$ cat config.mk
export PLATFORM = sky130hd
export DESIGN_NAME = ram_requester
export DESIGN_NICKNAME = d
export VERILOG_FILES = /design/src/rtl/ram_requester.sv
export SDC_FILE = /design/constraint.sdc
export NUM_CORES = 1
export LEC_CHECK = 0
export ABC_AREA = 1
export CORE_MARGIN = 5
export CORE_UTILIZATION = 39
export DETAILED_ROUTE_END_ITERATION = 7
export PLACE_DENSITY = 0.77
export SLEW_MARGIN = 15
export SYNTH_ARGS = -nofsm -noshare
export SYNTH_HDL_FRONTEND = slang
export SYNTH_SLANG_ARGS = --single-unit
$ cat constraint.sdc
create_clock -name CLK -period 1.7 [get_ports CLK]
set_input_delay 0.255 -clock CLK [delete_from_list [all_inputs] [get_ports CLK]]
set_output_delay 0.255 -clock CLK [all_outputs]
set_load 0.01 [all_outputs]
$ cat src/rtl/ram_requester.sv
// rtl/ram_requester.sv - instruction/data arbiter onto the single cpu_ram_if RAM port
//
// Purpose: grants one request at a time (data over instruction) and registers its
// op, address and store data. It holds the RAM port stable until ramstate reports
// ACCESS or ERROR. It then pulses the granted port's wait low for one cycle and
// returns the load word. One GAP cycle with the RAM enables low follows every
// transaction.
//
// Ports:
//   CLK, nRST                     clock (rising edge), asynchronous active-low reset
//   halt                          blocks new grants; an in-flight transaction finishes
//   iREN, iaddr -> iload, iwait   instruction read port
//   dREN, dWEN, daddr, dstore     data port (dWEN set = write)
//     -> dload, dwait
//   ramREN, ramWEN, ramaddr,      RAM request, driven only from the capture registers
//     ramstore
//   ramload, ramstate             RAM response (FREE/BUSY/ACCESS/ERROR = 0/1/2/3)
//   err                           sticky: ERROR response or timeout seen
//
// Parameters: BAD_WORD is the load value returned on an aborted transaction.
// TIMEOUT_CYC exists only with the build macro REQ_TIMEOUT_EN. With that macro, a
// request that gets no ACCESS by its TIMEOUT_CYC-th cycle is aborted.
module ram_requester #(
  parameter logic [31:0] BAD_WORD = 32'hBAD1BAD1
`ifdef REQ_TIMEOUT_EN
  , parameter int TIMEOUT_CYC = 64
`endif
) (
  input  logic        CLK,
  input  logic        nRST,
  input  logic        halt,
  input  logic        iREN,
  input  logic [31:0] iaddr,
  output logic [31:0] iload,
  output logic        iwait,
  input  logic        dREN,
  input  logic        dWEN,
  input  logic [31:0] daddr,
  input  logic [31:0] dstore,
  output logic [31:0] dload,
  output logic        dwait,
  output logic        ramREN,
  output logic        ramWEN,
  output logic [31:0] ramaddr,
  output logic [31:0] ramstore,
  input  logic [31:0] ramload,
  input  logic [1:0]  ramstate,
  output logic        err
);

  localparam logic [1:0] RS_ACCESS = 2'd2;
  localparam logic [1:0] RS_ERROR  = 2'd3;

  typedef enum logic [1:0] {IDLE, IREQ, DREQ, GAP} state_t;

  state_t      state_q, state_d;
  logic        ramren_q, ramren_d;
  logic        ramwen_q, ramwen_d;
  logic        err_q, err_d;
  logic [31:0] addr_q, addr_d;
  logic [31:0] store_q, store_d;
  logic [31:0] iload_q, iload_d;
  logic [31:0] dload_q, dload_d;

  logic        in_req, timeout_hit, failed, done, i_done, d_done;
  logic [31:0] done_val;

  assign in_req = (state_q == IREQ) || (state_q == DREQ);

`ifdef REQ_TIMEOUT_EN
  logic [6:0] cnt_q, cnt_d;

  // Counter is zero during the first request cycle, so the abort lands on the
  // TIMEOUT_CYC-th cycle spent waiting.
  assign timeout_hit = in_req && (cnt_q == 7'(TIMEOUT_CYC - 1));

  always_comb begin
    cnt_d = cnt_q;
    if (state_q == IDLE)
      cnt_d = '0;
    else if (in_req && !done)
      cnt_d = cnt_q + 7'd1;
  end

  always_ff @(posedge CLK or negedge nRST) begin
    if (!nRST) cnt_q <= '0;
    else       cnt_q <= cnt_d;
  end
`else
  assign timeout_hit = 1'b0;
`endif

  // A genuine ACCESS wins over a timeout reached in the same cycle.
  assign failed   = in_req && ((ramstate == RS_ERROR) ||
                               (timeout_hit && (ramstate != RS_ACCESS)));
  assign done     = (in_req && (ramstate == RS_ACCESS)) || failed;
  assign done_val = failed ? BAD_WORD : ramload;
  assign i_done   = done && (state_q == IREQ);
  assign d_done   = done && (state_q == DREQ);

  always_comb begin
    state_d  = state_q;
    ramren_d = ramren_q;
    ramwen_d = ramwen_q;
    err_d    = err_q;
    addr_d   = addr_q;
    store_d  = store_q;
    iload_d  = iload_q;
    dload_d  = dload_q;
    case (state_q)
      IDLE: begin
        if (!halt && (dREN || dWEN)) begin
          state_d  = DREQ;
          addr_d   = daddr;
          store_d  = dstore;
          ramren_d = !dWEN;
          ramwen_d = dWEN;
        end else if (!halt && iREN) begin
          state_d  = IREQ;
          addr_d   = iaddr;
          ramren_d = 1'b1;
          ramwen_d = 1'b0;
        end
      end
      IREQ, DREQ: begin
        if (done) begin
          state_d  = GAP;
          ramren_d = 1'b0;
          ramwen_d = 1'b0;
          if (failed) err_d = 1'b1;
          if (state_q == IREQ) iload_d = done_val;
          else                 dload_d = done_val;
        end
      end
      default: state_d = IDLE;
    endcase
  end

  always_ff @(posedge CLK or negedge nRST) begin
    if (!nRST) begin
      state_q  <= IDLE;
      ramren_q <= 1'b0;
      ramwen_q <= 1'b0;
      err_q    <= 1'b0;
      addr_q   <= '0;
      store_q  <= '0;
      iload_q  <= '0;
      dload_q  <= '0;
    end else begin
      state_q  <= state_d;
      ramren_q <= ramren_d;
      ramwen_q <= ramwen_d;
      err_q    <= err_d;
      addr_q   <= addr_d;
      store_q  <= store_d;
      iload_q  <= iload_d;
      dload_q  <= dload_d;
    end
  end

  assign ramREN   = ramren_q;
  assign ramWEN   = ramwen_q;
  assign ramaddr  = addr_q;
  assign ramstore = store_q;
  assign err      = err_q;
  assign iwait    = !i_done;
  assign dwait    = !d_done;
  // The completion cycle already shows the returned word; it is held afterwards.
  assign iload    = i_done ? done_val : iload_q;
  assign dload    = d_done ? done_val : dload_q;

endmodule

==> impl_metrics.toml <==
[cells_and_area]
drive_above_1_share_pct = 31.38
nFillCells = 1185
diodes = 0
nets = 1307
syn_to_final_growth_pct = 78.21

[critical_path]
critical_path.cell_chain = "inv_2 -> ha_4 -> nand3_4 -> buf_12 -> buf_16 -> nand2_4 -> nand2_2 -> o21ai_2 -> buf_2"
start_kind = "flip-flop"
slowest_stage = "dfrtp_1"
worst-path-max-fanout = 6
worstSetupPathType = "reg2out"
critPathMaxStageDelay_ns = 0.36
cp-end-kind = "output port"
crit_family = "buffers and inverters"
path_buf_inv = 4
required_ns = 1.44
crit_arrival_ns = 1.99

[synthesis]
ys_types = 24
ys_ff_latch = 133
yosys-top-cells-area = "dfrtp_1, nand2_1, o21ai_0, inv_1, o21ai_1"
synth_top_cell_by_area = "dfrtp_1"
yosys_warnings = 0
avgSynthCellArea_um2 = 7.815
yosys.area.top_type_share_pct = 51.43
synth_nets = 968
synth.cell_area_um2 = 6471
syn-instance-count = 828
yosysSeqAreaShare_pct = 51.43

[timing]
finalHoldViolations = 0
skew_ns = 0.01133
clock.fmax_ghz = 0.4463
worstMarginPinSlew_ns = 0.4852
slew_violations = 0
rsz0062_at_grt = "yes"
period_needed_ns = 2.241
setup_violations = 80
hold_slack_ns = 0.3611
fin_crit_sh_pct = 131.8
slew_headroom_pct = 67.66
layout_setup_ws_ns = -0.5408

[placement]
dp_hpwl_um = 14090
gp_congestion = 0.8060
port-buffer-count = 268

[global_route]
antenna_found_initial = 0
track_usage_pct = 22.06
grt_pass1_wl_um = 34560
grt_max_degree = 46
overflow = 0
grt_util_met2_pct = 38.89
grt_pass1_vias = 6625
busiest_layer = "met2"
grt.met1_usage_pct = 25.58
grtUsageMet3_pct = 6.586

[run_status]
status = "finished with violations"
violations = "setup timing"

[detailed_routing]
drtIter0Drc = 321
firstDrtPassIters = 4
remaining_drc_errors = 0
via_count = 6670
ant_nets = 0
wirelength_um = 22060
vias_per_cell = 4.768
avgRoutedWirePerCell_um = 15.77

[power_and_ir_drop]
powerDensity_nw_per_um2 = 1754
ir_worst_vdd_mv = 0.8963
power_mw = 20.23
p_leak_nw = 5.736

[floorplan]
core-area_um2 = 16410
die_area_um2 = 19270
initial_core_util_pct = 39.44
chipHeight_um = 138.8
die_w_um = 138.8
row_count = 47
io_pins = 269

[clock_tree]
cts.clk_slew.worst_paths_ns = 0.06
numCtsBuffers = 17
cts_root_buf = "clkbuf_16"
clk_latency_ns = 0.41
cts_tree = "done"
cts_buffer_depth = 2
cts_sinks = 133
htreeDepth = 4

[worst_hold_path]
hp-class = "in2async"

[flow_run]
drv_cap = 0
-- cell usage after synthesis, drive strengths merged --
cell type,n
nand2,395
dfrtp,133
o21ai,125
inv,82
nand3,37
buf,35
clkbuf,8
ha,4
a21oi,3
nor2,3
nand4,2
clkinv,1
-- kinds of logic after synthesis --
logic type               share of synthesized area (%)
buffers and inverters                            9.841
adder cells (fa/ha/maj)                         0.7734
flip-flops                                       51.43
AND/OR/NAND/NOR                                  26.95
AO/OA/AOI/OAI                                    11.00
-- per-layer routing --
layer	up-vias	wire length (um)
met5	-	0
met4	0	546
met3	35	1516
met2	218	11510
met1	3157	8484
li1	3260	-
-- cell type report --
cell class,count,area [um^2],area share [%]
Timing Repair inverter,3,56.30,0.4882
Inverter,83,347.8,3.016
Multi-Input combinational cell,569,3339,28.96
Timing Repair Buffer,360,3636,31.53
Clock inverter,11,102.6,0.8897
Sequential cell,133,3328,28.86
Clock buffer,20,446.7,3.873
Tap cell,220,275.3,2.387
-- cell usage in the layout (no fill, tap or decap), drive strengths merged --
master and count:
nand2 395, clkdlybuf4s50 201, buf 155, dfrtp 133
o21ai 125, inv 87, nand3 37, clkbuf 23
clkinv 9, ha 4, a21oi 3, nor2 3
nand4 2, bufinv 1, dlygate4sd3 1
-- flip-flops by register name, summed over array words and instances, names as in the netlist --
signal and count:
ramREN 1, dload_q 32, ramWEN 1, iload_q 32, ramaddr 32, state_q 2, ramstore 32, err 1
-- metrics by stage --
step	TNS [ns]	area [um^2]	utilization (%)	worst slack, ns	std cells
2_1_floorplan	-0.04258	6556	-	-0.003825	828
3_3_place_gp	-37.01	9734	59.33	-0.7175	1327
3_5_place_dp	-38.18	9734	59.33	-0.7130	1327
4_1_cts	-33.23	11020	67.18	-0.5415	1396
5_1_grt	-38.25	11530	70.29	-0.6516	1399
6_report	-31.79	11530	70.29	-0.5408	1399
-- power breakdown --
part	internal (mW)	total (mW)	switching [mW]	leakage, nW
Combinational	5.61	11.5	5.88	3.80
Sequential	4.64	5.32	0.687	1.66
Clock	2.05	3.42	1.37	0.274
-- final timing paths --
check                                        from                       end  slack, ns  depth (start not counted)
setup / recovery           state_q[1]$_DFFE_PN0P_                 dload[15]      -0.54                          9
setup reg to reg           state_q[1]$_DFFE_PN0P_   iload_q[17]$_DFFE_PN0P_      -0.10                         10
hold / removal                               nRST   iload_q[16]$_DFFE_PN0P_       0.36                          2
min in group CLK                       dstore[24]  ramstore[24]$_DFFE_PN0P_       0.37                          3
max in group asynchronous                    nRST  ramstore[24]$_DFFE_PN0P_       0.76                          3
hold reg to reg                   err$_DFFE_PN0P_           err$_DFFE_PN0P_       0.47                          2
-- timing repair --
action | CTS | global route
pin swaps | 22 | 20
setup endpoints to repair | 66 | 88
setup buffers | 27 | 9
cloned | 10 | 3
hold endpoints to repair | 41 | 0
resized for setup | 429 | 112
hold buffers | 1 | 0
Power figures use the tool's default switching activity.
